<file path="config.mk">
export PLATFORM = sky130hd
export DESIGN_NAME = symbol_serializer
export DESIGN_NICKNAME = d
export VERILOG_FILES = /design/src/rtl/serializer_pkg.sv /design/src/rtl/word_hold_buf.sv /design/src/rtl/symbol_serializer.sv
export SDC_FILE = /design/constraint.sdc
export NUM_CORES = 1
export LEC_CHECK = 0
export ABC_AREA = 1
export CORE_MARGIN = 2
export CORE_UTILIZATION = 53
export CTS_CLUSTER_DIAMETER = 150
export DETAILED_ROUTE_END_ITERATION = 7
export PLACE_DENSITY_LB_ADDON = 0.05
export SLEW_MARGIN = 20
export SYNTH_ARGS = -nofsm -noshare
export SYNTH_HDL_FRONTEND = slang
export SYNTH_HIERARCHICAL = 1
export SYNTH_SLANG_ARGS = --single-unit
export TNS_END_PERCENT = 50
</file>
<file path="constraint.sdc">
create_clock -name i_clk -period 1.45 [get_ports i_clk]
set_input_delay 0.29 -clock i_clk [delete_from_list [all_inputs] [get_ports i_clk]]
set_output_delay 0.29 -clock i_clk [all_outputs]
set_load 0.01 [all_outputs]
</file>
<file path="src/rtl/serializer_pkg.sv">
// ============================================================================
// serializer_pkg
// Shared types and defaults for the symbol serializer stages.
// Revision: 1.0
// ============================================================================
`default_nettype none

package serializer_pkg;

  typedef enum logic [1:0] {
    IDLE   = 2'd0,
    SHIFT  = 2'd1,
    PARITY = 2'd2
  } ser_state_t;

  localparam int   DEFAULT_WIDTH      = 8;
  localparam logic DEFAULT_IDLE_LEVEL = 1'b1;

endpackage

`default_nettype wire

</file>
<file path="src/rtl/word_hold_buf.sv">
// ============================================================================
// word_hold_buf
// Single-entry valid/ready holding buffer; the consumer empties it with take.
// Revision: 1.0
// ============================================================================
`default_nettype none

module word_hold_buf
  import serializer_pkg::*;
#(
  parameter int WIDTH = DEFAULT_WIDTH
) (
  input  logic             clk,
  input  logic             reset_n,
  input  logic [WIDTH-1:0] wr_data,
  input  logic             wr_valid,
  output logic             wr_ready,
  input  logic             take,
  output logic             full,
  output logic [WIDTH-1:0] rd_data
);

  logic accept;
  logic full_next;

  assign accept = wr_valid && wr_ready;

  // take and accept are mutually exclusive: take needs full, accept needs empty
  always_comb begin
    full_next = full;
    if (take) full_next = 1'b0;
    if (accept) full_next = 1'b1;
  end

  // ready is its own register so it stays low through reset
  always_ff @(posedge clk) begin
    if (!reset_n) begin
      full     <= 1'b0;
      wr_ready <= 1'b0;
      rd_data  <= '0;
    end else begin
      full     <= full_next;
      wr_ready <= ~full_next;
      if (accept) rd_data <= wr_data;
    end
  end

endmodule

`default_nettype wire

</file>
<file path="src/rtl/symbol_serializer.sv">
// ============================================================================
// symbol_serializer
// Serializes buffered parallel words one bit per strobe, back-to-back.
// Optional even-parity bit per word: define SYMBOL_SERIALIZER_PARITY_EN.
// Revision: 1.0
// ============================================================================
`default_nettype none

module symbol_serializer
  import serializer_pkg::*;
#(
  parameter int   WIDTH      = DEFAULT_WIDTH,
  parameter bit   MSB_FIRST  = 1'b1,
  parameter logic IDLE_LEVEL = DEFAULT_IDLE_LEVEL
) (
  input  logic             i_clk,
  input  logic             i_reset_n,
  input  logic             i_strobe,
  input  logic [WIDTH-1:0] i_data,
  input  logic             i_valid,
  output logic             o_ready,
  output logic             o_bit,
  output logic             o_bit_valid,
  output logic             o_busy,
  output logic             o_frame_done
);

  localparam int            CW       = $clog2(WIDTH + 1);
  localparam logic [CW-1:0] CNT_LAST = CW'(WIDTH);

  ser_state_t       state, state_next;
  logic [WIDTH-1:0] shreg, shreg_next;
  logic [CW-1:0]    cnt, cnt_next;
  logic             bit_next, bit_valid_next, frame_done_next;
  logic             load, end_word, take;
  logic             hold_full;
  logic [WIDTH-1:0] hold_data;
  logic             hold_first, cur_bit;
  logic [WIDTH-1:0] hold_shifted, shreg_shifted;
`ifdef SYMBOL_SERIALIZER_PARITY_EN
  logic             parity, parity_next;
`endif

  word_hold_buf #(.WIDTH(WIDTH)) u_hold (
    .clk      (i_clk),
    .reset_n  (i_reset_n),
    .wr_data  (i_data),
    .wr_valid (i_valid),
    .wr_ready (o_ready),
    .take     (take),
    .full     (hold_full),
    .rd_data  (hold_data)
  );

  // shreg always holds the bits not yet sent, next one at the leading end
  generate
    if (MSB_FIRST) begin : g_msb_first
      assign hold_first    = hold_data[WIDTH-1];
      assign hold_shifted  = {hold_data[WIDTH-2:0], 1'b0};
      assign cur_bit       = shreg[WIDTH-1];
      assign shreg_shifted = {shreg[WIDTH-2:0], 1'b0};
    end else begin : g_lsb_first
      assign hold_first    = hold_data[0];
      assign hold_shifted  = {1'b0, hold_data[WIDTH-1:1]};
      assign cur_bit       = shreg[0];
      assign shreg_shifted = {1'b0, shreg[WIDTH-1:1]};
    end
  endgenerate

  always_comb begin
    state_next      = state;
    shreg_next      = shreg;
    cnt_next        = cnt;
    bit_next        = o_bit;
    bit_valid_next  = 1'b0;
    frame_done_next = 1'b0;
    load            = 1'b0;
    end_word        = 1'b0;
    take            = 1'b0;
`ifdef SYMBOL_SERIALIZER_PARITY_EN
    parity_next     = parity;
`endif
    if (i_strobe) begin
      case (state)
        IDLE: load = hold_full;
        SHIFT: begin
          if (cnt != CNT_LAST) begin
            bit_next       = cur_bit;
            shreg_next     = shreg_shifted;
            cnt_next       = cnt + 1'b1;
            bit_valid_next = 1'b1;
          end else begin
`ifdef SYMBOL_SERIALIZER_PARITY_EN
            state_next     = PARITY;
            bit_next       = parity;
            bit_valid_next = 1'b1;
`else
            end_word       = 1'b1;
`endif
          end
        end
`ifdef SYMBOL_SERIALIZER_PARITY_EN
        PARITY: end_word = 1'b1;
`endif
        default: state_next = IDLE;
      endcase

      if (end_word) begin
        if (hold_full) begin
          load = 1'b1;
        end else begin
          state_next      = IDLE;
          bit_next        = IDLE_LEVEL;
          frame_done_next = 1'b1;
        end
      end

      if (load) begin
        take           = 1'b1;
        state_next     = SHIFT;
        shreg_next     = hold_shifted;
        bit_next       = hold_first;
        cnt_next       = CW'(1);
        bit_valid_next = 1'b1;
`ifdef SYMBOL_SERIALIZER_PARITY_EN
        parity_next    = ^hold_data;
`endif
      end
    end
  end

  always_ff @(posedge i_clk) begin
    if (!i_reset_n) begin
      state        <= IDLE;
      shreg        <= '0;
      cnt          <= '0;
      o_bit        <= IDLE_LEVEL;
      o_bit_valid  <= 1'b0;
      o_frame_done <= 1'b0;
      o_busy       <= 1'b0;
`ifdef SYMBOL_SERIALIZER_PARITY_EN
      parity       <= 1'b0;
`endif
    end else begin
      state        <= state_next;
      shreg        <= shreg_next;
      cnt          <= cnt_next;
      o_bit        <= bit_next;
      o_bit_valid  <= bit_valid_next;
      o_frame_done <= frame_done_next;
      o_busy       <= (state_next != IDLE);
`ifdef SYMBOL_SERIALIZER_PARITY_EN
      parity       <= parity_next;
`endif
    end
  end

endmodule

`default_nettype wire

</file>
==> results of run 1 <==
-- timing repair --
action | CTS | global route
endpoints found under the setup margin | 6 | 13
pin swaps | 0 | 5
gates cloned | 0 | 1
setup buffers | 0 | 1
resized for setup | 8 | 13
-- synth_stat cells (all sizes together) --
cell type  count
a21oi          3
a22oi          1
a31oi          1
buf            3
clkbuf         3
dfxtp         27
ha             2
inv           33
nand2         49
nand3         18
nand4          3
nor2          44
nor3           2
o211ai         1
o21ai          2
-- cell families (layout without fill, tap and decap cells) --
family	Yosys count	in the layout	share of synthesized area, %
buffers and inverters	39	60	14.0
adders and majority gates	2	2	1.88
AOI/OAI and AO/OA	8	8	4.04
and+or+nand+nor	116	117	39.5
DFF	27	27	40.6
-- power by group through the flow --
stage / clock network [W] / registers [W] / logic, W
after floorplan: 0 / 0.000823 / 0.000191
after global placement: 0 / 0.000824 / 0.000254
after detailed placement: 0 / 0.000825 / 0.000258
after CTS: 0.000340 / 0.000809 / 0.000259
after global routing: 0.000364 / 0.000816 / 0.000315
final: 0.000324 / 0.000810 / 0.000279
-- cell type report --
class / count / share of cell area, %
Tap cell: 30 / 2.34
Clock buffer: 3 / 1.40
Inverter: 33 / 7.87
Sequential cell: 27 / 34.0
Clock inverter: 1 / 0.312
Timing Repair Buffer: 23 / 13.1
Multi-Input combinational cell: 127 / 41.0
-- per-stage QoR --
step / total power (W) / instances / area (µm²)
final: 0.00141 / 244 / 1610
after global routing: 0.00149 / 244 / 1610
after CTS: 0.00141 / 242 / 1540
after detailed placement: 0.00108 / 238 / 1510
after global placement: 0.00108 / 238 / 1510
after floorplan: 0.00101 / 192 / 1330
-- sequential cells by signal, indices dropped and copies added, names as in the netlist --
| register | cells |
|---|---|
| u_hold/rd_data | 8 |
| shreg | 7 |
| cnt | 4 |
| state | 2 |
| o_bit | 1 |
| o_bit_valid | 1 |
| o_busy | 1 |
| o_frame_done | 1 |
| u_hold/full | 1 |
| u_hold/wr_ready | 1 |
-- critical path: stages (launching register included) --
cell	delay, ps
dfxtp_2	370
inv_2	60
ha_2	190
nand3_4	90
nand2_4	80
buf_6	130
nand3_1	70
nand3_1	90
nor2_2	120
nor2_1	50
-- worst max-delay path by stage --
stage | from | slack, ps | end
final | cnt[0] | 110 | shreg[2]
after global routing | cnt[0] | -10 | shreg[2]
after CTS | cnt[0] | 30 | cnt[0]
after detailed placement | i_strobe | -50 | cnt[0]
after global placement | i_strobe | -10 | cnt[0]
after floorplan | cnt[0] | 180 | cnt[0]
-- routing by layer --
layer  vias to the layer above  share of wire [%]
met2                        22                 47
met3                         9                2.8
met5                         -                  0
li1                        630                  -
met1                       510                 47
met4                         0                3.2
==> run_results.csv, run 1 <==
group,metric,value,unit
global_route,grt_pass1_wl,3970,µm
hold_path,hp-start,"u_hold/rd_data[0]",
logic_synthesis,ys_warn_count,6,
finish,register_area,546,µm²
die,ios,17,
placed_design,place_congestion,0.874,
sta,fin_crit,1340,ps
sta,tns,0,ps
clock_tree,cts-hold-fix-buffers,0,
power_and_ir_drop,clock_power_share,22.9,%
worst_setup_path,r2r-start,"cnt[0]",
finish,final_common_cell,"nand2_1",
power_and_ir_drop,leakage,0.770,nW
clock_tree,cts.path.max_buffers,2,
worst_setup_path,critPathRequiredTime,1690,ps
finish,drive_gt1_share,18.7,%
global_route,top_usage_layer,"met2",
finish,fin_nets,229,
hold_path,whs_endpoint,"shreg[1]",
logic_synthesis,synth.area.top_cells,"dfxtp_1, nand2_1, nor2_1",
logic_synthesis,netlist.area_leader.share,40.6,%
logic_synthesis,ys_types,27,
sta,whs,472,ps
clock_tree,cts_buffers,3,
logic_synthesis,synth_top_area_cell,"dfxtp_1",
worst_setup_path,path_class,"reg2reg",
drt,dr.pass1.iters,4,
placed_design,place_ws,-47.0,ps
global_route,grt_pass1_vias,983,
power_and_ir_drop,switching_power,0.000406,W
placed_design,hpwl,1790,µm
drt,drt_iter0_drc,19,
clock_tree,clkSlewWorstSetupHoldPaths,140,ps
global_route,antenna_found_initial,0,
power_and_ir_drop,combPwrFrac,19.8,%
finish,multiInputGateArea,659,µm²
sta,fin_ws,106,ps
die,dieArea,2930,µm²
finish,fillCellCount,232,
global_route,groute.usage.overall,18.7,%
drt,drc_errors,0,
hold_path,hold_class,"reg2reg",
power_and_ir_drop,peakVddDrop,862,µV
sta,fin_skew,3.86,ps
global_route,use_met2,30.7,%
worst_setup_path,cp-start-kind,"register",
placed_design,port_buffers,16,
die,die_x,54.1,µm
sta,finalSetupViolCount,0,
logic_synthesis,syn_nets,206,
drt,wl_per_cell,10.5,µm
clock_tree,htreeDepth,1,
finish,final_util,66.0,%
hold_path,hold_depth,2,
logic_synthesis,ys_seq_area_share,40.6,%
sta,worstMarginPinSlew,268,ps
power_and_ir_drop,power_density,880,nW/µm²
worst_setup_path,crit_fanout,6,
global_route,overflow,0,
worst_setup_path,r2r-end,"shreg[2]",
worst_setup_path,rr_worst_depth,9,
global_route,grt_start_max_net_pins,19,
logic_synthesis,synthesis.area,1330,µm²
worst_setup_path,worstSetupEndpointType,"register",
global_route,use_met3,2.50,%
logic_synthesis,yosys_register_bits,27,
die,initial_core_util,54.7,%
die,dieHeight,54.1,µm
drt,drt-total-wl,2570,µm
power_and_ir_drop,power.internal,0.00101,W
global_route,use_met1,24.1,%
logic_synthesis,avgSynthCellArea,6.93,µm²
flow_run,maxCapViolations,0,
worst_setup_path,arrival,1590,ps
clock_tree,clkSinkCount,27,
clock_tree,clkLatencyLatePin,330,ps
drt,route.vias.total,1171,
clock_tree,cts_tree,"built",
drt,vias_per_cell,4.80,
clock_tree,cts-root-buf,"clkbuf_4",
sta,max_freq,0.744,GHz
finish,layout_common_cells,"nand2_1, nor2_1, inv_1",
finish,antenna-diode-count,0,
sta,slew_headroom,82.1,%
sta,fin_crit_sh,92.7,%
finish,area_growth,20.7,%
sta,drv_slew,0,
logic_synthesis,synthCells,192,
power_and_ir_drop,swShare,28.7,%
power_and_ir_drop,p_seq_share,57.3,%
sta,finalHoldViolations,0,
status,status,"complete, no violations",
worst_setup_path,ff2ff_setup_slack,110,ps
die,rows,18,
die,core,2430,µm²
drt,ant_nets,0,
No activity file was read; power rests on OpenSTA's default activity.
==> run 2: changes to the inputs <==
--- a/config.mk
+++ b/config.mk
@@ -6,14 +6,14 @@
 export NUM_CORES = 1
 export LEC_CHECK = 0
 export ABC_AREA = 1
+export ABC_CLOCK_PERIOD_IN_PS = 1450
 export CORE_MARGIN = 2
-export CORE_UTILIZATION = 53
+export CORE_UTILIZATION = 52
 export CTS_CLUSTER_DIAMETER = 150
 export DETAILED_ROUTE_END_ITERATION = 7
 export PLACE_DENSITY_LB_ADDON = 0.05
 export SLEW_MARGIN = 20
 export SYNTH_ARGS = -nofsm -noshare
 export SYNTH_HDL_FRONTEND = slang
-export SYNTH_HIERARCHICAL = 1
 export SYNTH_SLANG_ARGS = --single-unit
 export TNS_END_PERCENT = 50
==> run 2 against run 1 <==
Non-clock buffer count grew 1; largest cell class unchanged; clock skew rose by 17 ps; routed wire length shrank 6.1%; count of clock-buffer cells in the layout unchanged; area after synthesis is 9.7% lower.
==> run_results.csv, run 2 <==
group,metric,value,unit
status,status,"complete, no violations",
finish,fin_nets,212,
finish,largest-register,"u_hold.rd_data",
sta,fin_crit,1360,ps
logic_synthesis,yosys_register_bits,27,
die,initial_core_util,54.9,%
power_and_ir_drop,leakage,0.675,nW
sta,fin_crit_sh,93.9,%
logic_synthesis,async_flop_share,0,%
sta,worstMarginPinSlew,333,ps
worst_setup_path,r2r-start,"cnt[0]",
clock_tree,clkLatencyLatePin,340,ps
clock_tree,cts-root-buf,"clkbuf_4",
logic_synthesis,synthXorXnorAreaFrac,0,%
finish,drive_gt1_share,15.7,%
finish,top_regs,"u_hold.rd_data: 8 flops, shreg: 7 flops, cnt: 4 flops",
drt,route.vias.total,1126,
sta,finalSetupViolCount,0,
logic_synthesis,netlist.area_leader.share,45.0,%
placed_design,port_buffers,16,
finish,final_common_cell,"nor2_1",
drt,vias_per_cell,5.00,
sta,tns,0,ps
global_route,antenna_found_initial,0,
global_route,overflow,0,
die,ios,17,
finish,antenna-diode-count,0,
sta,max_freq,0.735,GHz
logic_synthesis,synthFlopType,"dfxtp_1",
logic_synthesis,muxShareOfSynthArea,0,%
placed_design,place_congestion,0.766,
flow_run,maxCapViolations,0,
clock_tree,clkSlewWorstSetupHoldPaths,160,ps
die,dieArea,2710,µm²
worst_setup_path,worstSetupEndpointType,"register",
worst_setup_path,arrival,1640,ps
drt,drt-total-wl,2410,µm
worst_setup_path,cp-start-kind,"register",
hold_path,hold_class,"reg2reg",
worst_setup_path,r2r-end,"cnt[3]",
logic_synthesis,syn_nets,189,
finish,largest_reg_flops,8,
logic_synthesis,synth_compound_area_share,6.97,%
logic_synthesis,synthesis.area,1200,µm²
global_route,grt_pass1_wl,4160,µm
logic_synthesis,ys_types,19,
power_and_ir_drop,power_density,951,nW/µm²
worst_setup_path,ff2ff_setup_slack,90,ps
global_route,groute.usage.overall,20.9,%
die,die_x,52.1,µm
worst_setup_path,startpoint,"cnt[0]",
sta,fin_skew,21.1,ps
logic_synthesis,synth_top_family_by_area,"simple AND/OR/NAND/NOR gates",
logic_synthesis,synth-adder-area-share,2.08,%
logic_synthesis,post_synth_and_or_nand_nor_area_fraction,35.6,%
sta,slew_headroom,77.7,%
finish,area_growth,23.3,%
logic_synthesis,yosysMostFrequentCell,"nor2_1",
drt,dr.pass1.iters,5,
clock_tree,clkSinkCount,27,
logic_synthesis,synth.area.top_cells,"dfxtp_1, nor2_1, nand2_1",
die,core,2190,µm²
hold_path,hp-start,"u_hold.rd_data[0]",
clock_tree,cts-hold-fix-buffers,0,
worst_setup_path,crit_end,"cnt[3]",
drt,drt_iter0_drc,14,
drt,ant_nets,0,
logic_synthesis,synthCells,175,
clock_tree,postCtsSetupBuffers,0,
die,dieHeight,52.1,µm
sta,drv_slew,0,
logic_synthesis,synth_top_area_cell,"dfxtp_1",
clock_tree,cts.path.max_buffers,2,
placed_design,hpwl,1800,µm
clock_tree,htreeDepth,1,
logic_synthesis,ys_warn_count,0,
finish,layout_common_cells,"nor2_1, nand2_1, dfxtp_1",
logic_synthesis,synthTopCellsByCount,"nor2_1, nand2_1, dfxtp_1, inv_1, nand3_1",
drt,drc_errors,0,
worst_setup_path,path_class,"reg2reg",
worst_setup_path,critPathRequiredTime,1730,ps
clock_tree,cts_tree,"built",
power_and_ir_drop,power,0.00141,W
drt,wl_per_cell,10.7,µm
worst_setup_path,rr_worst_depth,10,
global_route,grt_start_max_net_pins,17,
sta,rsz0062_at_grt,"no",
worst_setup_path,crit_fanout,4,
clock_tree,cts_buffers,3,
power_and_ir_drop,peakVddDrop,799,µV
logic_synthesis,avgSynthCellArea,6.87,µm²
logic_synthesis,ys_seq_area_share,45.0,%
die,rows,17,
logic_synthesis,synth_edf_count,0,
global_route,grt_pass1_vias,1022,
sta,finalHoldViolations,0,
finish,fillCellCount,210,
[run 2: cell types whose count changed after synthesis, sizes merged]
cell	delta
a22oi	-1
o21ai	+7
nand2	-15
inv	-10
a21oi	+2
nor2	+1
nor3	-1
[run 2: repair_timing]
item / in CTS / in global routing
setup endpoints to repair: 5 / 15
gates resized for setup: 6 / 12
pin swaps: 0 / 3
[run 2: where the power goes]
group          switching, W  internal (W)
clock              0.000235      0.000106
combinational      0.000144      0.000115
sequential        0.0000217      0.000788
[run 2: cell families (layout without fill, tap and decap cells)]
group,after synthesis,count (layout)
simple gates,101,101
buf+inv,29,51
flops,27,27
compound gates,16,16
fa+ha+maj,2,2
[run 2: worst min path at each step]
stage,endpoint,cells past startpoint
final,shreg[1],2
after global routing,shreg[1],2
after CTS,shreg[1],2
after detailed placement,shreg[1],2
after global placement,shreg[1],2
after floorplan,shreg[1],2
[run 2: cell type report]
cell class / count / area, µm² / share of cell area (%)
Sequential cell: 27 / 544 / 36.7
Tap cell: 28 / 35.0 / 2.36
Inverter: 23 / 86.3 / 5.82
Clock inverter: 1 / 7.51 / 0.506
Clock buffer: 3 / 22.5 / 1.52
Multi-Input combinational cell: 119 / 569 / 38.4
Timing Repair Buffer: 24 / 218 / 14.7
[run 2: layer usage]
metal	track usage (%)	share of wire [%]
met5	0	0
met4	11.0	2.1
met3	3.45	3.6
met2	34.8	48
met1	25.6	46
[run 2: critical path, cell delays in order, from the launching register on]
cell	delay (ps)
dfxtp_2	360
inv_1	50
ha_1	200
nand3_2	110
nand2_2	90
nand2_4	100
buf_4	120
nand3_1	60
nand2_1	70
inv_1	40
nor2_1	90
[run 2: metrics by stage]
| stage | worst slack [ps] | utilization (%) | instance area, µm² | cells | hold slack, ps |
|---|---|---|---|---|---|
| after floorplan | 135 | - | 1200 | 175 | 439 |
| after global placement | 44.5 | 64.8 | 1420 | 221 | 461 |
| after detailed placement | 12.5 | 64.8 | 1420 | 221 | 464 |
| after CTS | 20.6 | 65.9 | 1440 | 225 | 464 |
| after global routing | 0.696 | 67.7 | 1480 | 225 | 494 |
| final | 88.6 | 67.7 | 1480 | 225 | 450 |
